### src/rtl/memory_access_stage_pkg.sv
`default_nettype none
// ============================================================================
// Package : memory_access_stage_pkg
// Purpose : Encodings shared by the decoder, execution stage and memory
//           access stage: load/store operation codes, the memory-stage FSM
//           state encoding and the byte-strobe constants.
// Revision: 1.0  initial release
// ============================================================================
package memory_access_stage_pkg;

   typedef enum logic [2:0] {
      LOAD_NONE = 3'd0,
      LOAD_B    = 3'd1,
      LOAD_H    = 3'd2,
      LOAD_W    = 3'd3,
      LOAD_BU   = 3'd4,
      LOAD_HU   = 3'd5
   } load_e;

   typedef enum logic [1:0] {
      STORE_NONE = 2'd0,
      STORE_B    = 2'd1,
      STORE_H    = 2'd2,
      STORE_W    = 2'd3
   } store_e;

   typedef enum logic [1:0] {
      IDLE      = 2'd0,
      REQ       = 2'd1,
      WAIT_RESP = 2'd2
   } state_e;

   localparam logic [3:0] WSTRB_NONE = 4'b0000;
   localparam logic [3:0] WSTRB_B0   = 4'b0001;
   localparam logic [3:0] WSTRB_H_LO = 4'b0011;
   localparam logic [3:0] WSTRB_H_HI = 4'b1100;
   localparam logic [3:0] WSTRB_W    = 4'b1111;

endpackage
`default_nettype wire

### src/rtl/memory_access_stage_load_store_aligner.sv
`default_nettype none
// ============================================================================
// Module  : load_store_aligner
// Purpose : Combinational byte-lane logic for the memory access stage.
//           Store side: byte strobes, lane-replicated write data and the
//           misaligned flag for the incoming operation.
//           Load side : byte/half selection and sign/zero extension of the
//           returned cache word for the registered operation.
// Ports   : st_off_i      low address bits of the incoming op
//           store_i       incoming store type
//           load_i        incoming load type (already NONE when a store wins)
//           st_data_i     raw store data
//           wstrb_o       byte strobes (0 for non-stores)
//           wdata_o       store data replicated into every candidate lane
//           misaligned_o  incoming op violates its natural alignment
//           ld_type_i     registered load type
//           ld_off_i      registered low address bits
//           rdata_i       word returned by the cache
//           ld_data_o     extracted and extended load value
// Revision: 1.0  initial release
// ============================================================================
module load_store_aligner
   import memory_access_stage_pkg::*;
#(
   parameter int DATA_W = 32
) (
   input  logic [1:0]        st_off_i,
   input  store_e            store_i,
   input  load_e             load_i,
   input  logic [DATA_W-1:0] st_data_i,
   output logic [3:0]        wstrb_o,
   output logic [DATA_W-1:0] wdata_o,
   output logic              misaligned_o,
   input  load_e             ld_type_i,
   input  logic [1:0]        ld_off_i,
   input  logic [DATA_W-1:0] rdata_i,
   output logic [DATA_W-1:0] ld_data_o
);

   logic [7:0]  byte_sel;
   logic [15:0] half_sel;

   always_comb begin
      wstrb_o      = WSTRB_NONE;
      wdata_o      = '0;
      misaligned_o = 1'b0;
      case (store_i)
         STORE_B: begin
            wstrb_o = WSTRB_B0 << st_off_i;
            wdata_o = {4{st_data_i[7:0]}};
         end
         STORE_H: begin
            wstrb_o      = st_off_i[1] ? WSTRB_H_HI : WSTRB_H_LO;
            wdata_o      = {2{st_data_i[15:0]}};
            misaligned_o = st_off_i[0];
         end
         STORE_W: begin
            wstrb_o      = WSTRB_W;
            wdata_o      = st_data_i;
            misaligned_o = (st_off_i != 2'b00);
         end
         default: begin
            case (load_i)
               LOAD_H, LOAD_HU: misaligned_o = st_off_i[0];
               LOAD_W:          misaligned_o = (st_off_i != 2'b00);
               default:         misaligned_o = 1'b0;
            endcase
         end
      endcase
   end

   always_comb begin
      case (ld_off_i)
         2'd0:    byte_sel = rdata_i[7:0];
         2'd1:    byte_sel = rdata_i[15:8];
         2'd2:    byte_sel = rdata_i[23:16];
         default: byte_sel = rdata_i[31:24];
      endcase
      half_sel = ld_off_i[1] ? rdata_i[31:16] : rdata_i[15:0];
      case (ld_type_i)
         LOAD_B:  ld_data_o = {{24{byte_sel[7]}}, byte_sel};
         LOAD_H:  ld_data_o = {{16{half_sel[15]}}, half_sel};
         LOAD_BU: ld_data_o = {24'd0, byte_sel};
         LOAD_HU: ld_data_o = {16'd0, half_sel};
         default: ld_data_o = rdata_i;
      endcase
   end

endmodule
`default_nettype wire

### src/rtl/memory_access_stage.sv
`default_nettype none
// ============================================================================
// Module  : memory_access_stage
// Purpose : Pipeline stage after execute. Registers the execute outputs,
//           issues loads/stores over a valid/ready data-cache port, aligns
//           and extends load data and drives the registered write-back bundle.
//           Stalls upstream while a cache transaction is outstanding.
// Ports   : CLK, RST (async, active-high)
//           STALL_MEMORY_STAGE / CLEAR_MEMORY_STAGE  hold / bubble controls
//           RD_ADDRESS_IN .. RD_WRITE_ENABLE_IN      execute-stage bundle
//           DC_REQ_*  / DC_RESP_*                    data-cache port
//           RD_ADDRESS_OUT, WRITE_BACK_DATA_OUT,
//           RD_WRITE_ENABLE_OUT                      write-back bundle
//           MISALIGNED_OUT                           misaligned-access pulse
//           STALL_PIPELINE_OUT                       freeze upstream stages
// Revision: 1.0  initial release
// ============================================================================
module memory_access_stage
   import memory_access_stage_pkg::*;
#(
   parameter int ADDR_W = 32,
   parameter int DATA_W = 32
) (
   input  logic              CLK,
   input  logic              RST,
   input  logic              STALL_MEMORY_STAGE,
   input  logic              CLEAR_MEMORY_STAGE,
   input  logic [4:0]        RD_ADDRESS_IN,
   input  logic [DATA_W-1:0] ALU_OUT_IN,
   input  logic [2:0]        DATA_CACHE_READ_IN,
   input  logic [1:0]        DATA_CACHE_WRITE_IN,
   input  logic [DATA_W-1:0] DATA_CACHE_WRITE_DATA_IN,
   input  logic              WRITE_BACK_MUX_SELECT_IN,
   input  logic              RD_WRITE_ENABLE_IN,
   output logic              DC_REQ_VALID,
   input  logic              DC_REQ_READY,
   output logic [ADDR_W-1:0] DC_REQ_ADDR,
   output logic [3:0]        DC_REQ_WSTRB,
   output logic [DATA_W-1:0] DC_REQ_WDATA,
   input  logic              DC_RESP_VALID,
   input  logic [DATA_W-1:0] DC_RESP_DATA,
   output logic [4:0]        RD_ADDRESS_OUT,
   output logic [DATA_W-1:0] WRITE_BACK_DATA_OUT,
   output logic              RD_WRITE_ENABLE_OUT,
   output logic              MISALIGNED_OUT,
   output logic              STALL_PIPELINE_OUT
);

   state_e              state_q, state_d;
   logic [4:0]          rd_q, rd_d;
   logic [DATA_W-1:0]   alu_q, alu_d;
   load_e               ld_q, ld_d;
   logic                store_q, store_d;
   logic                wbsel_q, wbsel_d;
   logic                we_q, we_d;
   logic [ADDR_W-1:0]   dc_addr_q, dc_addr_d;
   logic [3:0]          dc_wstrb_q, dc_wstrb_d;
   logic [DATA_W-1:0]   dc_wdata_q, dc_wdata_d;
   logic [4:0]          rd_out_q, rd_out_d;
   logic [DATA_W-1:0]   wb_q, wb_d;
   logic                wen_q, wen_d;
   logic                mis_q, mis_d;

   store_e              st_in;
   load_e               ld_in;
   logic [3:0]          al_wstrb;
   logic [DATA_W-1:0]   al_wdata;
   logic                al_mis;
   logic [DATA_W-1:0]   ld_data;
   logic                completing;

   // A store wins over a simultaneous load; unused read codes act as no load.
   always_comb begin
      st_in = store_e'(DATA_CACHE_WRITE_IN);
      if (st_in != STORE_NONE || DATA_CACHE_READ_IN > 3'd5) begin
         ld_in = LOAD_NONE;
      end else begin
         ld_in = load_e'(DATA_CACHE_READ_IN);
      end
   end

   load_store_aligner #(.DATA_W(DATA_W)) u_aligner (
      .st_off_i     (ALU_OUT_IN[1:0]),
      .store_i      (st_in),
      .load_i       (ld_in),
      .st_data_i    (DATA_CACHE_WRITE_DATA_IN),
      .wstrb_o      (al_wstrb),
      .wdata_o      (al_wdata),
      .misaligned_o (al_mis),
      .ld_type_i    (ld_q),
      .ld_off_i     (alu_q[1:0]),
      .rdata_i      (DC_RESP_DATA),
      .ld_data_o    (ld_data)
   );

   always_comb begin
      state_d    = state_q;
      rd_d       = rd_q;
      alu_d      = alu_q;
      ld_d       = ld_q;
      store_d    = store_q;
      wbsel_d    = wbsel_q;
      we_d       = we_q;
      dc_addr_d  = dc_addr_q;
      dc_wstrb_d = dc_wstrb_q;
      dc_wdata_d = dc_wdata_q;
      rd_out_d   = rd_out_q;
      wb_d       = wb_q;
      wen_d      = 1'b0;
      mis_d      = 1'b0;
      completing = 1'b0;
      case (state_q)
         IDLE: begin
            if (!STALL_MEMORY_STAGE) begin
               if (CLEAR_MEMORY_STAGE) begin
                  ld_d    = LOAD_NONE;
                  store_d = 1'b0;
                  we_d    = 1'b0;
               end else begin
                  rd_d    = RD_ADDRESS_IN;
                  alu_d   = ALU_OUT_IN;
                  ld_d    = ld_in;
                  store_d = (st_in != STORE_NONE);
                  wbsel_d = WRITE_BACK_MUX_SELECT_IN;
                  we_d    = RD_WRITE_ENABLE_IN;
                  if (al_mis) begin
                     mis_d = 1'b1;
                  end else if (st_in != STORE_NONE || ld_in != LOAD_NONE) begin
                     state_d    = REQ;
                     dc_addr_d  = {ALU_OUT_IN[ADDR_W-1:2], 2'b00};
                     dc_wstrb_d = al_wstrb;
                     dc_wdata_d = al_wdata;
                  end else begin
                     rd_out_d = RD_ADDRESS_IN;
                     wb_d     = ALU_OUT_IN;
                     wen_d    = RD_WRITE_ENABLE_IN;
                  end
               end
            end
         end
         REQ: begin
            if (DC_REQ_READY) begin
               if (store_q) begin
                  state_d    = IDLE;
                  completing = 1'b1;
               end else begin
                  state_d = WAIT_RESP;
               end
            end
         end
         WAIT_RESP: begin
            if (DC_RESP_VALID) begin
               state_d    = IDLE;
               completing = 1'b1;
               rd_out_d   = rd_q;
               wb_d       = wbsel_q ? ld_data : alu_q;
               wen_d      = we_q;
            end
         end
         default: state_d = IDLE;
      endcase
   end

   always_ff @(posedge CLK or posedge RST) begin
      if (RST) begin
         state_q    <= IDLE;
         rd_q       <= '0;
         alu_q      <= '0;
         ld_q       <= LOAD_NONE;
         store_q    <= 1'b0;
         wbsel_q    <= 1'b0;
         we_q       <= 1'b0;
         dc_addr_q  <= '0;
         dc_wstrb_q <= '0;
         dc_wdata_q <= '0;
         rd_out_q   <= '0;
         wb_q       <= '0;
         wen_q      <= 1'b0;
         mis_q      <= 1'b0;
      end else begin
         state_q    <= state_d;
         rd_q       <= rd_d;
         alu_q      <= alu_d;
         ld_q       <= ld_d;
         store_q    <= store_d;
         wbsel_q    <= wbsel_d;
         we_q       <= we_d;
         dc_addr_q  <= dc_addr_d;
         dc_wstrb_q <= dc_wstrb_d;
         dc_wdata_q <= dc_wdata_d;
         rd_out_q   <= rd_out_d;
         wb_q       <= wb_d;
         wen_q      <= wen_d;
         mis_q      <= mis_d;
      end
   end

   // Valid is decoded straight from the state register so reset drops it
   // without waiting for a clock edge.
   assign DC_REQ_VALID        = (state_q == REQ);
   assign DC_REQ_ADDR         = dc_addr_q;
   assign DC_REQ_WSTRB        = dc_wstrb_q;
   assign DC_REQ_WDATA        = dc_wdata_q;
   assign RD_ADDRESS_OUT      = rd_out_q;
   assign WRITE_BACK_DATA_OUT = wb_q;
   assign RD_WRITE_ENABLE_OUT = wen_q;
   assign MISALIGNED_OUT      = mis_q;
   // Released in the completing cycle so upstream advances on the same edge.
   assign STALL_PIPELINE_OUT  = (state_q != IDLE) && !completing;

endmodule
`default_nettype wire
### config.mk
export PLATFORM = sky130hd
export DESIGN_NAME = memory_access_stage
export DESIGN_NICKNAME = d
export VERILOG_FILES = /design/src/rtl/memory_access_stage_pkg.sv /design/src/rtl/memory_access_stage_load_store_aligner.sv /design/src/rtl/memory_access_stage.sv
export SDC_FILE = /design/constraint.sdc
export NUM_CORES = 1
export LEC_CHECK = 0
export CORE_UTILIZATION = 25
export CTS_CLUSTER_SIZE = 8
export DETAILED_ROUTE_END_ITERATION = 10
export RECOVER_POWER = 50
export SLEW_MARGIN = 20
export SYNTH_ARGS = -nofsm -noshare
export SYNTH_HDL_FRONTEND = slang
export SYNTH_SLANG_ARGS = --single-unit
### constraint.sdc
create_clock -name CLK -period 8.2 [get_ports CLK]
set_clock_uncertainty 0.1 [all_clocks]
set_input_delay 1.23 -clock CLK [delete_from_list [all_inputs] [get_ports CLK]]
set_output_delay 1.23 -clock CLK [all_outputs]
set_load 0.01 [all_outputs]
Word-level counts from Yosys, hierarchy flattened
Index checks and enable logic that the tools add are counted.

Flip-flop bits (word level): 150. Word-level logic and storage cells: 104.

Order comparisons: 1. Eq/ne operators: 21. Shift operators: 1. Multiplexer cells: 47. Bitwise gates (word level): 3. Reduce and logical (&&, ||, !) cells: 17.

Operators with widths (number): 32-bit 2-to-1 mux (6); 32-bit one-hot mux with 4 select lines (1); 32-bit one-hot mux with 3 select lines (1); 32-bit one-hot mux with 2 select lines (1); 5-bit 2-to-1 mux (5); 8-bit one-hot mux with 3 select lines (1); 16-bit 2-to-1 mux (1); 1-bit 2-to-1 mux (14); 2-bit 2-to-1 mux (7); 2-bit inequality test, second input constant (6); 4-bit one-hot mux with 3 select lines (1); 6-bit AND reduction (2); 5-bit one-hot mux with 2 select lines (1); 3-bit by 2-bit equality test with 1-bit output, second input constant (3); 3-bit equality test, second input constant (3); 2-bit equality test, second input constant (4); 2-bit nonzero test (4); 2-bit by 1-bit equality test with 1-bit output, second input constant (3); 3-bit 2-to-1 mux (2); 1-bit one-hot mux with 2 select lines (3); 2-bit one-hot mux with 3 select lines (1); 5-bit AND reduction (1); 2-bit logical NOT (2); 4-bit 2-to-1 mux (1); 13 further kinds (16).

Longest topological paths before layout
Gate-level depths: netlist of run 1.

Word-level depth: 11. Depth in mapped cells: 10. Mapped depth without buffers: 7.

Hierarchy
Synthesis of run 1 repeated with hierarchy kept, for this count alone.

Cells, all modules: 708. Area total of the unflattened synthesis: 8272.9 um2.

By module, submodules not included: memory_access_stage (times used 1, cells an instance 467, area each 6502.5 um2, seq. area each 3753.6 um2); load_store_aligner (times used 1, cells an instance 241, area each 1770.4 um2, seq. area each 0.0 um2).

Least setup slack after synthesis of run 1
No wires, ideal clock.

Path kind: input to output. Start point: input DC_REQ_READY. End point: output STALL_PIPELINE_OUT. Arrival time: 1691 ps. Required time: 6870 ps. Setup slack: 5179 ps. Stages on the path: 2. Cell sequence: a32o_1 -> a21oi_1.

Longest elaborated chain between the ends: 4.

RTL lines: from (decl) (RTL line memory_access_stage.sv:36) `input logic DC_REQ_READY,`; 1-bit 2-to-1 mux (RTL line memory_access_stage.sv:142) `if (DC_REQ_READY) begin`; 1-bit one-hot mux with 2 select lines (RTL line memory_access_stage.sv:112) `case (state_q)`; 1-bit logical NOT (RTL line memory_access_stage.sv:209) `assign STALL_PIPELINE_OUT = (state_q != IDLE) && !completing;`; 1-bit logical AND (RTL line memory_access_stage.sv:209); to (decl) (RTL line memory_access_stage.sv:46) `output logic STALL_PIPELINE_OUT`.

No other way between the ends.

==> results of run 1 <==
## cell type report
cell class	instances	area [um^2]
diodes	4	10.0
clock buffers	18	439
repair buffers	232	2300
multi-input cells	583	3840
clock inverters	14	165
well taps	402	503
fillers	3152	20400
inverters	20	76.3
flip-flops and latches	150	3750
## worst paths after layout
kind,from,endpoint,slack (ns),cells after the start
setup / recovery,RST,DC_REQ_WDATA[21],3.33,3
hold / removal,DC_REQ_WSTRB[1],DC_REQ_WSTRB[1],0.37,1
setup reg to reg,state_q[0],ld_q[2],3.97,8
hold reg to reg,DC_REQ_WSTRB[1],DC_REQ_WSTRB[1],0.37,1
max in group CLK,DATA_CACHE_WRITE_IN[1],WRITE_BACK_DATA_OUT[28],3.44,9
min in group asynchronous,RST,alu_q[8],2.58,2
## synth_stat cells (7+ instances only)
cell type,number
sky130_fd_sc_hd__dfrtp_1,150
sky130_fd_sc_hd__nand2_1,103
sky130_fd_sc_hd__a21oi_1,64
sky130_fd_sc_hd__o21ai_0,58
sky130_fd_sc_hd__nor2_1,54
sky130_fd_sc_hd__mux2_2,53
sky130_fd_sc_hd__clkbuf_1,36
sky130_fd_sc_hd__a211oi_1,30
sky130_fd_sc_hd__mux2_1,30
sky130_fd_sc_hd__nand3_1,21
sky130_fd_sc_hd__inv_1,18
sky130_fd_sc_hd__nor3_1,17
sky130_fd_sc_hd__a221o_1,16
sky130_fd_sc_hd__buf_2,15
sky130_fd_sc_hd__mux2i_1,14
sky130_fd_sc_hd__o21a_1,14
sky130_fd_sc_hd__and2_1,9
sky130_fd_sc_hd__a31oi_1,8
sky130_fd_sc_hd__o22ai_1,8
sky130_fd_sc_hd__a211oi_2,7
sky130_fd_sc_hd__a21o_1,7
sky130_fd_sc_hd__a32oi_1,7
sky130_fd_sc_hd__and3_1,7
sky130_fd_sc_hd__buf_6,7
sky130_fd_sc_hd__o221ai_1,7
## power by group through the flow
stage	clock [mW]	sequential, mW	combinational, mW
5_1_grt	0.879	1.39	1.85
3_5_place_dp	0	1.36	1.79
2_1_floorplan	0	1.41	0.878
4_1_cts	0.846	1.35	1.79
6_report	0.823	1.34	1.69
3_3_place_gp	0	1.35	1.76
## worst max-delay path, delay by kind of cell
family	cells	cell delay, ns
buffers and inverters	3	3.98
## cell families (layout without fill, tap and decap cells)
group / count (synthesis) / in the layout / share of synthesized area, %
other cells: 1 / 6 / 0.0469
fa+ha+maj: 4 / 4 / 0.595
flops: 150 / 150 / 47.0
compound gates: 243 / 243 / 20.3
xor+xnor: 1 / 1 / 0.110
buf+inv: 84 / 284 / 5.04
mux: 98 / 98 / 13.7
simple gates: 235 / 235 / 13.2
## flip-flops by register name, summed over array words and instances (netlist names), 2 cells and up
name                 cells
DC_REQ_ADDR             30
DC_REQ_WDATA            32
DC_REQ_WSTRB             4
RD_ADDRESS_OUT           5
WRITE_BACK_DATA_OUT     32
alu_q                   32
ld_q                     3
rd_q                     5
state_q                  2
## metal layers
layer | share of wire (%) | track usage, % | vias to the layer above
met5 | 0.044 | 0 | -
met4 | 1.8 | 5.03 | 2
met3 | 7.4 | 4.86 | 28
met2 | 48 | 28.2 | 254
met1 | 42 | 20.8 | 3419
li1 | - | - | 3324
## through the flow
step | util, % | instances | instance area (um^2) | power [mW]
6_report | 35.2 | 1423 | 11100 | 3.85
5_1_grt | 35.2 | 1420 | 11100 | 4.12
4_1_cts | 35.2 | 1418 | 11100 | 3.99
3_5_place_dp | 33.2 | 1386 | 10500 | 3.14
3_3_place_gp | 33.2 | 1386 | 10500 | 3.11
2_1_floorplan | - | 817 | 7990 | 2.28
==> qor.yml, run 1 <==
synth_enable_flop_cells: 0
synth.yosys.seq_area_share_pct: 47.0
setup_total_negative_slack_ns: 0
share_seq_of_total_power_pct: 34.7
post-synth-top-area-fraction_pct: 47.0
drt_wl_total_mm: 27.1
ctsLongestPathBuffers: 2
pre_cts_ws_ns: 3.66
synth.largest_area_cell: "sky130_fd_sc_hd__dfrtp_1"
most-common-layout-cells: "sky130_fd_sc_hd__dfrtp_1 (150), sky130_fd_sc_hd__clkdlybuf4s50_1 (116), sky130_fd_sc_hd__dlygate4sd3_1 (104), sky130_fd_sc_hd__nand2_1 (103), sky130_fd_sc_hd__a21oi_1 (64)"
worstPathCellList: "dlygate4sd3_1 > clkinvlp_2 > buf_4"
tightest_hold_margin_ns: 0.374
hold_path.class: "reg -> reg"
grt_first_pass_wirelength_mm: 42.4
tightest_slew_ns: 4.62
gp_congestion: 0.854
mostFrequentLayoutCell: "sky130_fd_sc_hd__dfrtp_1"
cts_post_setup_buffers_inserted: 0
synthFlopType: "sky130_fd_sc_hd__dfrtp_1"
slew_violations: 144
netSwitchingFraction_pct: 37.9
finalSetupViolations: 0
power_per_cell_area_nw_per_um2: 347
synth.top_cells.by_area: "sky130_fd_sc_hd__dfrtp_1 (47%), sky130_fd_sc_hd__mux2_2 (7.5%), sky130_fd_sc_hd__nand2_1 (4.8%)"
clock_sink_count: 150
cts.repair.resized: 0
fraction_of_the_cycle_the_final_worst_path_needs_pct: 59.5
net_count_of_the_finished_layout: 1121
die_area_um2: 32700
worst-endpoint-required_ns: 8.58
drt.antenna.violating_nets: 0
intPower_mw: 2.39
comb_power_share_pct: 43.9
worst-setup-path-type: "in -> async"
pwr-share-clk_pct: 21.4
netlist-cell-type-count: 62
post-dp-hpwl_mm: 19.2
layout_setup_ws_ns: 3.33
slew_headroom_pct: -209
avgSynthCellArea_um2: 9.79
rsz_0062_raised_after_global_routing: "no"
vias_per_cell: 4.94
first_pass_iters: 5
outcome: "finished with violations"
drc: 0
max_capacitance_violation_count: 2
min_period_ns: 4.87
power.switching_mw: 1.46
clock_tree_from_tritoncts: "built"
vias: 7027
width_of_the_chip_um: 181
violations: "max-capacitance violations, max-slew violations"
clkTransAtPathRegs_ns: 0.06
crit_path_start_kind: "input pin"
grt_start_max_net_pins: 100
cts.hold.buffers_added: 0
number_of_synthesized_register_bits: 150
layout_cell_share_with_drive_strength_beyond_1_pct: 11.2
timing.critical_path.slowest_stage_cell: "sky130_fd_sc_hd__clkinvlp_2"
antenna_found_initial: 5
die_h_um: 181
cp.arrival_ns: 5.26
detailed_route_wire_length_per_cell_um: 19.0
place.port_buffers: 220
initial_utilization_pct: 25.4
num_rows: 65
grt_overflow: 0
gr_usage_total_pct: 16.8
postSynth.asyncResetShare_pct: 100
crit_path_max_fanout: 99
stage_delay_of_the_slowest_cell_on_the_critical_path_ns: 2.54
clock_tree.htree_level_count: 4
synthCells: 816
hold_viol_final: 0
power.static_leakage_nw: 4.65
synth_area_um2: 7990
fmax_ghz: 0.205
pin_count: 223
areaGrowthSynthToFinish_pct: 38.9
ys.warnings.count: 0
drtIter0Drc: 388
number_of_global_route_vias_before_repair: 7098
tritoncts.num_buffers: 17
worstSetupEndpointType: "asynchronous set/reset pin"
root_buffer_cell: "sky130_fd_sc_hd__clkbuf_16"
insertion_delay_ns: 0.42
core_area_um2: 31500
max-vdd-ir-drop_v: 0.000144
No activity file was read; power rests on OpenSTA's default activity.
==> run 2: changes to the inputs <==
==> constraint.sdc (replaced) <==
create_clock -name CLK -period 5.1 [get_ports CLK]
set_clock_uncertainty 0.1 [all_clocks]
set_input_delay 0.765 -clock CLK [delete_from_list [all_inputs] [get_ports CLK]]
set_output_delay 0.765 -clock CLK [all_outputs]
set_load 0.01 [all_outputs]
==> qor.yml, run 2 (synthesis results as in run 1) <==
hold_path.class: "reg -> reg"  # unchanged
number_of_global_route_vias_before_repair: 7116  # was 7098
max-vdd-ir-drop_v: 0.000275  # was 0.000144 V
grt_overflow: 0  # unchanged
antenna_found_initial: 0  # was 5
most-common-layout-cells: "sky130_fd_sc_hd__clkdlybuf4s50_1 (167), sky130_fd_sc_hd__dfrtp_1 (150), sky130_fd_sc_hd__nand2_1 (103), sky130_fd_sc_hd__a21oi_1 (64), sky130_fd_sc_hd__o21ai_0 (58)"  # was sky130_fd_sc_hd__dfrtp_1 (150), sky130_fd_sc_hd__clkdlybuf4s50_1 (116), sky130_fd_sc_hd__dlygate4sd3_1 (104), sky130_fd_sc_hd__nand2_1 (103), sky130_fd_sc_hd__a21oi_1 (64)
vias: 6985  # was 7027
drtIter0Drc: 414  # was 388
drc: 0  # unchanged
layout_setup_ws_ns: 1.73  # was 3.33 ns
pre_cts_ws_ns: 1.28  # was 3.66 ns
slew_violations: 0  # was 144
cts.repair.resized: 0  # unchanged
n_antenna_cell: 0  # was 4
root_buffer_cell: "sky130_fd_sc_hd__clkbuf_16"  # unchanged
place.port_buffers: 220  # unchanged
setup_total_negative_slack_ns: 0  # unchanged
total_power_mw: 6.29  # was 3.85 mW
area_of_the_multi_input_gates_um2: 3840  # unchanged
insertion_delay_ns: 0.42  # about the same
outcome: "completed"  # was finished with violations
worstSetupEndpointType: "flip-flop"  # was asynchronous set/reset pin
drt_wl_total_mm: 27.6  # was 27.1 mm
stage_delay_of_the_slowest_cell_on_the_critical_path_ns: 0.65  # was 2.54 ns
layout_cell_share_with_drive_strength_beyond_1_pct: 11.9  # was 11.2%
die_h_um: 181  # unchanged
final_cells: 1428  # was 1423
initial_utilization_pct: 25.4  # unchanged
grt_first_pass_wirelength_mm: 43.0  # was 42.4 mm
clkTransAtPathRegs_ns: 0.07  # was 0.06 ns
num_rows: 65  # unchanged
rsz_0062_raised_after_global_routing: "no"  # unchanged
gp_congestion: 0.844  # was 0.854
areaGrowthSynthToFinish_pct: 39.4  # was 38.9%
path_common_cell: "sky130_fd_sc_hd__buf_4"
drt.antenna.violating_nets: 0  # unchanged
cp.arrival_ns: 3.58  # was 5.26 ns
clock_tree.htree_level_count: 4  # unchanged
gr_usage_total_pct: 17.1  # was 16.8%
tritoncts.num_buffers: 17  # unchanged
vias_per_cell: 4.89  # was 4.94
tightest_hold_margin_ns: 0.379  # was 0.374 ns
tightest_slew_ns: 1.31  # was 4.62 ns
min_period_ns: 3.37
finalCoreUtilization_pct: 35.4  # was 35.2%
post-dp-hpwl_mm: 19.8  # was 19.2 mm
ctsLongestPathBuffers: 2  # unchanged
power_per_cell_area_nw_per_um2: 565  # was 347 nW/um^2
max_capacitance_violation_count: 0  # was 2
crit_path_max_fanout: 54  # was 99
timing.critical_path.slowest_stage_cell: "sky130_fd_sc_hd__nand4_1"  # was sky130_fd_sc_hd__clkinvlp_2
placed_cell_area_um2: 10600  # was 10500 um^2
final_design_area_no_fill_um2: 11100  # about the same
cts.hold.buffers_added: 0  # unchanged
cts_post_setup_buffers_inserted: 0  # unchanged
core_area_um2: 31500  # unchanged
fraction_of_the_cycle_the_final_worst_path_needs_pct: 66.2
pin_count: 223  # unchanged
mostFrequentLayoutCell: "sky130_fd_sc_hd__clkdlybuf4s50_1"  # was sky130_fd_sc_hd__dfrtp_1
place.detailed.instances: 1396  # was 1386
hold_viol_final: 0  # unchanged
slew_headroom_pct: 12.4  # was -209%
fmax_ghz: 0.296
worst-endpoint-required_ns: 5.31  # was 8.58 ns
power.static_leakage_nw: 4.64  # was 4.65 nW
first_pass_iters: 5  # unchanged
detailed_route_wire_length_per_cell_um: 19.3  # was 19.0 um
net_count_of_the_finished_layout: 1130  # was 1121
worst-setup-path-type: "reg -> reg"  # was in -> async
width_of_the_chip_um: 181  # unchanged
grt_start_max_net_pins: 88  # was 100
clock_sink_count: 150  # unchanged
crit_path_start_kind: "flip-flop"  # was input pin
worstPathCellList: "inv_1 > ha_1 > buf_4 > nand2b_1 > nor2_4 > nand4_1 > buf_12 > buf_4 > nand2_1 > o21ai_0"  # was dlygate4sd3_1 > clkinvlp_2 > buf_4
clock_tree_from_tritoncts: "built"  # unchanged
finalSetupViolations: 0  # unchanged
die_area_um2: 32700  # unchanged
num-fill-cells: 3149  # was 3152
layout.area.seq_um2: 3750  # unchanged
run 2: area by class of cell:
| cell class | count | area share [%] |
|---|---|---|
| multi-input cells | 583 | 34.5 |
| flip-flops and latches | 150 | 33.7 |
| repair buffers | 241 | 21.2 |
| well taps | 402 | 4.52 |
| clock buffers | 19 | 4.07 |
| clock inverters | 13 | 1.29 |
| inverters | 20 | 0.719 |
run 2: final timing paths:
path | startpoint | endpoint | slack, ns | cells after the start
min in group asynchronous | RST | DC_REQ_ADDR[9] | 0.91 | 2
worst min-delay path | DC_REQ_WDATA[20] | DC_REQ_WDATA[20] | 0.38 | 2
worst max register to register | state_q[0] | DC_REQ_WDATA[17] | 1.73 | 10
worst max-delay path | state_q[0] | DC_REQ_WDATA[17] | 1.73 | 10
max in group asynchronous | RST | we_q | 2.23 | 3
worst min register to register | DC_REQ_WDATA[20] | DC_REQ_WDATA[20] | 0.38 | 2
run 2: worst max-delay path: cells and delay by family (launching register included):
family,cells,cell delay (ns)
compound gates,1,0.07
fa+ha+maj,1,0.14
buf+inv,4,1.22
flops,1,0.40
simple gates,4,1.28
run 2: layer usage:
layer  track usage (%)  vias to the layer above  share of wire [%]
met5                 0                        -                  0
met4              5.57                        0                1.9
met3              4.60                       26                6.2
met2              27.9                      227                 47
met1              21.8                     3382                 44
li1                  -                     3350                  -
run 2: power by group:
group / leakage [nW] / internal, mW / switching, mW
Clock: 0.295 / 0.755 / 0.559
Sequential: 1.83 / 1.77 / 0.361
Combinational: 2.52 / 1.40 / 1.44
==> run 3: changes to the inputs <==
==> constraint.sdc (replaced) <==
create_clock -name CLK -period 2.88 [get_ports CLK]
set_clock_uncertainty 0.1 [all_clocks]
set_input_delay 0.432 -clock CLK [delete_from_list [all_inputs] [get_ports CLK]]
set_output_delay 0.432 -clock CLK [all_outputs]
set_load 0.01 [all_outputs]
==> qor.yml, run 3 (synthesis results as in run 1) <==
rrSetupSlack_ns: 0.32  # was 1.73 ns
slew_violations: 0  # unchanged
tightest_slew_ns: 1.17  # was 1.31 ns
crit_start: "state_q[0]"  # unchanged
detailed_route_wire_length_per_cell_um: 19.4  # was 19.3 um
worstReg2RegEnd: "WRITE_BACK_DATA_OUT[8]"  # was DC_REQ_WDATA[17]
gp_congestion: 0.874  # was 0.844
fmax_ghz: 0.378
r2r_cells: 5  # was 10
die_h_um: 181  # unchanged
setup_total_negative_slack_ns: 0  # unchanged
vias_per_cell: 4.97  # was 4.89
initial_utilization_pct: 25.4  # unchanged
cp.arrival_ns: 2.11  # was 3.58 ns
place.port_buffers: 220  # unchanged
pre_cts_ws_ns: 0.118  # was 1.28 ns
power_per_cell_area_nw_per_um2: 995  # was 565 nW/um^2
pwr-share-clk_pct: 20.3  # was 20.9%
drt.antenna.violating_nets: 0  # unchanged
hold_path.class: "reg -> reg"  # unchanged
fraction_of_the_cycle_the_final_worst_path_needs_pct: 91.7
width_of_the_chip_um: 181  # unchanged
num-fill-cells: 3178  # was 3149
most-common-layout-cells: "sky130_fd_sc_hd__clkdlybuf4s50_1 (171), sky130_fd_sc_hd__dfrtp_1 (150), sky130_fd_sc_hd__nand2_1 (103), sky130_fd_sc_hd__a21oi_1 (64), sky130_fd_sc_hd__o21ai_0 (58)"  # was sky130_fd_sc_hd__clkdlybuf4s50_1 (167), sky130_fd_sc_hd__dfrtp_1 (150), sky130_fd_sc_hd__nand2_1 (103), sky130_fd_sc_hd__a21oi_1 (64), sky130_fd_sc_hd__o21ai_0 (58)
finalSetupViolations: 0  # unchanged
number_of_global_route_vias_before_repair: 7075  # was 7116
slew_headroom_pct: 21.3  # was 12.4%
clock_tree.htree_level_count: 4  # unchanged
tritoncts.num_buffers: 17  # unchanged
n_antenna_cell: 0  # unchanged
num_rows: 65  # unchanged
cts_post_setup_buffers_inserted: 0  # unchanged
grt_overflow: 0  # unchanged
first_pass_iters: 5  # unchanged
worstSetupEndpointType: "output port"  # was flip-flop
ctsLongestPathBuffers: 2  # unchanged
areaGrowthSynthToFinish_pct: 41.5  # was 39.4%
clock_sink_count: 150  # unchanged
max-vdd-ir-drop_v: 0.000431  # was 0.000275 V
die_area_um2: 32700  # unchanged
min_period_ns: 2.64
drc: 0  # unchanged
rsz_0062_raised_after_global_routing: "no"  # unchanged
drtIter0Drc: 558  # was 414
grt_start_max_net_pins: 57  # was 88
layout_cell_share_with_drive_strength_beyond_1_pct: 13.2  # was 11.9%
clkTransAtPathRegs_ns: 0.07  # about the same
cts.repair.resized: 0  # unchanged
mostFrequentLayoutCell: "sky130_fd_sc_hd__clkdlybuf4s50_1"  # unchanged
core_area_um2: 31500  # unchanged
intPower_mw: 7.02  # was 3.93 mW
post-dp-hpwl_mm: 20.3  # was 19.8 mm
gr_usage_total_pct: 17.5  # was 17.1%
cts.hold.buffers_added: 0  # unchanged
power.switching_mw: 4.23  # was 2.36 mW
antenna_found_initial: 0  # unchanged
share_seq_of_total_power_pct: 33.4  # was 33.9%
critical_path_sink: "STALL_PIPELINE_OUT"  # was DC_REQ_WDATA[17]
insertion_delay_ns: 0.44  # was 0.42 ns
power.static_leakage_nw: 4.72  # was 4.64 nW
crit_path_start_kind: "flip-flop"  # unchanged
clock_tree_from_tritoncts: "built"  # unchanged
hold_viol_final: 0  # unchanged
drt_wl_total_mm: 28.0  # was 27.6 mm
net_count_of_the_finished_layout: 1148  # was 1130
max_capacitance_violation_count: 0  # unchanged
comb_power_share_pct: 46.3  # was 45.2%
netSwitchingFraction_pct: 37.6  # about the same
worst-setup-path-type: "reg -> out"  # was reg -> reg
crit_path_max_fanout: 30  # was 54
pin_count: 223  # unchanged
worst-endpoint-required_ns: 2.35  # was 5.31 ns
vias: 7192  # was 6985
outcome: "completed"  # unchanged
grt_first_pass_wirelength_mm: 43.5  # was 43.0 mm
critical_path.reg2reg.startpoint: "ld_q[0]"  # was state_q[0]
root_buffer_cell: "sky130_fd_sc_hd__clkbuf_16"  # unchanged
layout_setup_ws_ns: 0.238  # was 1.73 ns
## run 3: critical path: stages, from the launching register on
cell,delay (ns)
sky130_fd_sc_hd__dfrtp_1,0.38
sky130_fd_sc_hd__inv_1,0.07
sky130_fd_sc_hd__ha_1,0.23
sky130_fd_sc_hd__buf_4,0.25
sky130_fd_sc_hd__a21oi_1,0.17
sky130_fd_sc_hd__clkdlybuf4s50_1,0.56
## run 3: worst min path at each step
stage	from	to	slack (ns)	depth (start not counted)
final	DC_REQ_WDATA[17]	DC_REQ_WDATA[17]	0.37	2
after floorplan	we_q	we_q	0.34	2
after CTS	RST	WRITE_BACK_DATA_OUT[10]	0.34	2
after detailed placement	DC_REQ_WSTRB[1]	DC_REQ_WSTRB[1]	0.36	1
after global routing	DC_REQ_WSTRB[3]	DC_REQ_WSTRB[3]	0.39	1
after global placement	we_q	we_q	0.35	2
## run 3: stage by stage
stage                     utilization [%]  hold slack [ns]  std cells  total power, mW  cell area, um^2
after CTS                            36.1            0.336       1446             11.6            11400
after global placement               34.3            0.353       1414             9.09            10800
after global routing                 35.9            0.389       1446             12.0            11300
after detailed placement             34.3            0.365       1414             9.18            10800
final                                35.9            0.374       1446             11.3            11300
after floorplan                         -            0.338        817             6.50             8000
## run 3: layout make-up
class | count | area, um^2 | share of cell area [%]
sequential | 150 | 3750 | 33.2
inverter | 20 | 76.3 | 0.675
clock inverter | 11 | 115 | 1.02
timing repair buffer | 259 | 2550 | 22.6
multi-input combinational | 583 | 3830 | 33.9
tap | 402 | 503 | 4.45
clock buffer | 21 | 470 | 4.16
## run 3: layer usage
layer / GRT usage, % / vias up / share of wire (%)
met3: 5.20 / 30 / 7.0
met4: 6.39 / 0 / 2.5
li1: - / 3378 / -
met5: 0 / - / 0
met1: 22.5 / 3548 / 44
met2: 27.5 / 236 / 47
## run 3: power by group through the flow
stage | sequential (mW) | clock (mW) | combinational, mW
finish | 3.76 | 2.28 | 5.21
global placement | 3.80 | 0 | 5.29
global route | 3.91 | 2.45 | 5.67
floorplan | 4.00 | 0 | 2.50
CTS | 3.80 | 2.37 | 5.39
detailed placement | 3.81 | 0 | 5.37
==> variant 1: new RTL, config.mk and constraints of run 1 <==
Make the reset (`RST`) synchronous in one clocked block. Comments in the files are not updated.
--- a/src/rtl/memory_access_stage.sv
+++ b/src/rtl/memory_access_stage.sv
@@ -161,7 +161,7 @@
       endcase
    end
 
-   always_ff @(posedge CLK or posedge RST) begin
+   always_ff @(posedge CLK) begin
       if (RST) begin
          state_q    <= IDLE;
          rd_q       <= '0;
Check against the original RTL: not equivalent (Yosys sat finds a counterexample within 4 cycles, from zero or initial values and one cycle with RST high; the reset may be asserted at any time).
==> variant 1 against run 1 <==
Hold slack got worse by 21 ps; highest routed layer is now met4; synthesized area fell by 5.2%; routed wire length rose by 4.5%; final area fell by 4.3%; sequential cell count did not move; setup slack got worse by 470 ps; the flow still finishes with violations (capacitance limit, slew limit).
Power is not compared: it rests on default switching activity, and its combinational part moved more than twofold at a synthesized area within 25%.
==> variant 1: results (changes against run 1) <==
stage;metric;value;unit;change
critical_path;cp_max_fo;89;;-10%
worst_hold_path;hold_path_end;DC_REQ_ADDR[11];;
route;vias_per_cell;5.16;;+4.6%
worst_hold_path;hold_depth;2;;+1
critical_path;r2r_start;state_q[0];;
clock_tree;clock_latency;430;ps;
logic_synthesis;synthDistinctLibCells;64;;+3.2%
critical_path;cp-endpoint;WRITE_BACK_DATA_OUT[1];;
route;wl_met3;2600;µm;+30%
logic_synthesis;synthTopCellsByCount;nand2_1 (172), dfxtp_1 (150), nor2_1 (112), a21oi_1 (99), clkbuf_1 (68);;
outcome;violations;capacitance limit, slew limit;;
route;met2_length;12700;µm;-3.0%
critical_path;critPathSlowestCell;clkbuf_1;;
run;drv_cap;2;;unchanged
logic_synthesis;yosysSeqAreaShare;39.6;%;-7.3 points
route;dr.pass1.iters;7;;+2
layout;finalNetCount;1261;;+12%
logic_synthesis;synth_compound_area_share;27.8;%;+7.5 points
outcome;outcome;finished with violations;;
route;wl_per_cell;18.3;µm;-4.0%
placement;pre_cts_ws;3680;ps;+20.4 ps
route;dr.max_layer_used;met4;;
placement;place_area;10000;µm²;-4.2%
grt;grt_use_total;18.0;%;+1.1 points
critical_path;worst_r2r_path_depth;9;;+1
logic_synthesis;yosys-top-cells-area;dfxtp_1 (40%), nand2_1 (8.5%), a21oi_1 (6.5%);;
placement;place_congestion;0.882;;+3.2%
layout;drive_above_1_share;6.91;%;-4.3 points
sta;maxSlewViolCount;131;;-9.0%
sta;worst_pin_slew;4300;ps;-316 ps
power;intPower;1.42;mW;
sta;fin_ws;2860;ps;-468 ps
logic_synthesis;synth_fa_ha_area_share;0.496;%;-0.10 points
clock_tree;cts_root_buf;clkbuf_16;;
logic_synthesis;synth-xor-area-share;0.116;%;+0.0060 points
layout;fillCellCount;3082;;-2.2%
placement;dp.cells;1515;;+9.3%
logic_synthesis;synthCells;981;;+20%
layout;syn_to_final_growth;40.1;%;
critical_path;cpPeakStageDelay;3040;ps;+500 ps
sta;whs;352;ps;-21.5 ps
placement;dp_hpwl;19400;µm;+0.74%
grt;grt_pass1_wl;43300;µm;+2.0%
logic_synthesis;synthMuxAreaShare;5.06;%;-8.7 points
critical_path;r2r_end;DC_REQ_ADDR[9];;
route;dr.first_iter.drc_count;699;;+80%
critical_path;reg2reg_slack;4660;ps;+690 ps
worst_hold_path;min_from;DC_REQ_ADDR[11];;
logic_synthesis;async_reset_ff_share;0;%;-100 points
clock_tree;cts_buffers;17;;unchanged
route;drt_wl_total;28300;µm;+4.5%
route;m1WireLength;12400;µm;+8.6%
grt;grt_pass1_vias;7587;;+6.9%
grt;grt_max_degree;90;;-10%
grt;antenna_found_initial;1;;-4
==> variant 1: cell types whose count changed in the layout (fill, tap and decap cells not counted), moves of 30 or more <==
cell / before / now
dfxtp_1: 0 / 149
mux2_2: 53 / 16
dfrtp_1: 150 / 0
nor2_1: 54 / 112
mux2_1: 30 / 0
a21oi_1: 64 / 98
nand2_1: 103 / 172
==> variant 1: area by class of cell <==
type                            instances  area share [%]
Tap cell                              390            4.60
Clock buffer                           18            4.04
Antenna cell                            1          0.0236
Multi-Input combinational cell        727            39.3
Timing Repair Buffer                  234            21.6
Inverter                               14           0.495
Sequential cell                       150            28.3
Clock inverter                         14            1.57
==> variant 1: tightest hold or removal path: cells and delay by family (launching register included) <==
kind | cells | cell delay, ps
and+or+nand+nor | 1 | 50
DFF | 1 | 310
AOI/OAI and AO/OA | 1 | 50
==> variant 1: per-layer routing <==
metal,up-vias,track usage [%]
li1,3850,-
met1,3823,23.5
met2,294,27.9
met3,28,5.86
met4,0,5.36
met5,-,0
==> variant 2: new RTL, flow settings as in run 1 <==
Without the edit above. `rd_q`, `dc_addr_q`, `dc_wdata_q` and `wb_q` no longer have a reset.
--- a/src/rtl/memory_access_stage.sv
+++ b/src/rtl/memory_access_stage.sv
@@ -164,35 +164,34 @@
    always_ff @(posedge CLK or posedge RST) begin
       if (RST) begin
          state_q    <= IDLE;
-         rd_q       <= '0;
          alu_q      <= '0;
          ld_q       <= LOAD_NONE;
          store_q    <= 1'b0;
          wbsel_q    <= 1'b0;
          we_q       <= 1'b0;
-         dc_addr_q  <= '0;
          dc_wstrb_q <= '0;
-         dc_wdata_q <= '0;
          rd_out_q   <= '0;
-         wb_q       <= '0;
          wen_q      <= 1'b0;
          mis_q      <= 1'b0;
       end else begin
          state_q    <= state_d;
-         rd_q       <= rd_d;
          alu_q      <= alu_d;
          ld_q       <= ld_d;
          store_q    <= store_d;
          wbsel_q    <= wbsel_d;
          we_q       <= we_d;
-         dc_addr_q  <= dc_addr_d;
          dc_wstrb_q <= dc_wstrb_d;
-         dc_wdata_q <= dc_wdata_d;
          rd_out_q   <= rd_out_d;
-         wb_q       <= wb_d;
          wen_q      <= wen_d;
          mis_q      <= mis_d;
       end
+   end
+
+   always_ff @(posedge CLK) begin
+      rd_q       <= rd_d;
+      dc_addr_q  <= dc_addr_d;
+      dc_wdata_q <= dc_wdata_d;
+      wb_q       <= wb_d;
    end
 
    // Valid is decoded straight from the state register so reset drops it
Behaviour: not the same (a bounded check fails within 4 cycles, from zero or initial values and one cycle with RST high).
==> variant 2 against run 1 <==
The run still ends with capacitance limit, slew limit left; final area shrank 10%; setup slack better by 38 ps; count of clock-buffer cells in the layout is 3 higher; synthesized area fell by 14%; sequential cell count stayed put; routed wire length down 21%; non-clock buffer count decreased by 2; critical endpoint is now DC_REQ_WDATA[16].
Power is not compared: it rests on default switching activity, and its combinational part moved more than twofold at a synthesized area within 25%.
==> variant 2: results (changes against run 1) <==
stage;metric;value;unit;change
outcome;outcome;finished with violations;;
outcome;violations;capacitance limit, slew limit;;
placement;dp_hpwl;15500;µm;-19%
logic_synthesis;synthTopCellsByCount;nand2_1 (126), edfxtp_1 (99), dfrtp_1 (51), o21ai_0 (39), mux2_2 (29);;
critical_path;critPathSlowestCell;clkbuf_1;;
logic_synthesis;synth-xor-area-share;0.256;%;+0.15 points
layout;clkbuf_count;21;;+3
layout;drive_above_1_share;8.64;%;-2.6 points
layout;buf_share;22.7;%;+1.9 points
critical_path;worstSetupStartpoint;DATA_CACHE_WRITE_IN[1];;
route;drt_wl_total;21500;µm;-21%
placement;place_congestion;0.804;;-5.9%
layout;fillCellCount;2682;;-15%
logic_synthesis;synth_edf_count;99;;+99
grt;grt_pass1_wl;33100;µm;-22%
grt;grt_pass1_vias;5531;;-22%
layout;seq_share;42.7;%;+8.9 points
placement;pre_cts_ws;3890;ps;+232 ps
route;dr.first_iter.drc_count;271;;-30%
placement;dp.cells;1119;;-19%
logic_synthesis;synthCells;585;;-28%
logic_synthesis;yosys-top-cells-area;edfxtp_1 (43%), dfrtp_1 (19%), nand2_1 (6.9%);;
clock_tree;cts_num_sinks;150;;unchanged
critical_path;cpPeakStageDelay;990;ps;-1550 ps
layout;multi_input_area_share;23.8;%;-11 points
sta;whs;373;ps;-0.900 ps
sta;maxSlewViolCount;93;;-35%
route;vias_per_cell;4.72;;-4.5%
sta;timing.slew.headroom;-102;%;+110 points
critical_path;cp_max_fo;47;;-53%
critical_path;r2r_start;state_q[0];;
layout;nNonClkBuffers;230;;-0.86%
logic_synthesis;synthDistinctLibCells;48;;-23%
clock_tree;postCtsSetupBuffers;0;;unchanged
logic_synthesis;synth_fa_ha_area_share;0.549;%;-0.046 points
grt;grt_use_total;15.7;%;-1.1 points
route;wl_per_cell;18.6;µm;-2.0%
logic_synthesis;ys.flop_type;edfxtp_1;;
sta;clock.fmax;0.207;GHz;+0.79%
logic_synthesis;async_reset_ff_share;34.0;%;-66 points
layout;inv_count;17;;-15%
worst_hold_path;min_from;alu_q[7];;
grt;antenna_found_initial;1;;-4
run;drv_cap;2;;unchanged
grt;grt_max_degree;70;;-30%
logic_synthesis;synth_compound_area_share;15.6;%;-4.7 points
layout;finalNetCount;914;;-18%
layout;diodes;1;;-3
logic_synthesis;yosysSeqAreaShare;62.1;%;+15 points
logic_synthesis;synthMuxAreaShare;6.13;%;-7.6 points
layout;final_util;37.0;%;+1.8 points
layout;multi_input_gates;381;;-35%
layout;clock_area_share;5.87;%;+0.43 points
placement;place_area;9380;µm²;-10%
critical_path;reg2reg_slack;4210;ps;+240 ps
-- variant 2: cell count changes after synthesis, sizes merged, moves of 23 or more --
| cell | before | now |
|---|---|---|
| a211oi | 37 | 2 |
| a22o | 0 | 25 |
| edfxtp | 0 | 99 |
| dfrtp | 150 | 51 |
| nand2 | 103 | 126 |
| a21oi | 65 | 24 |
| nor2 | 56 | 22 |
| mux2 | 83 | 29 |
-- variant 2: final timing paths --
path,to,cells past startpoint
worst max-delay path,DC_REQ_WDATA[16],8
worst min-delay path,alu_q[7],2
worst max register to register,DC_REQ_WDATA[16],8
worst min register to register,alu_q[7],2
max in group asynchronous,alu_q[9],3
min in group asynchronous,RD_WRITE_ENABLE_OUT,3
-- variant 2: layer usage --
metal / wire length [µm] / GRT usage (%) / vias to the layer above
li1: - / - / 2575
met1: 9320 / 20.0 / 2598
met2: 9850 / 25.0 / 242
met3: 2040 / 5.96 / 18
met4: 260 / 3.95 / 0
met5: 0 / 0 / -
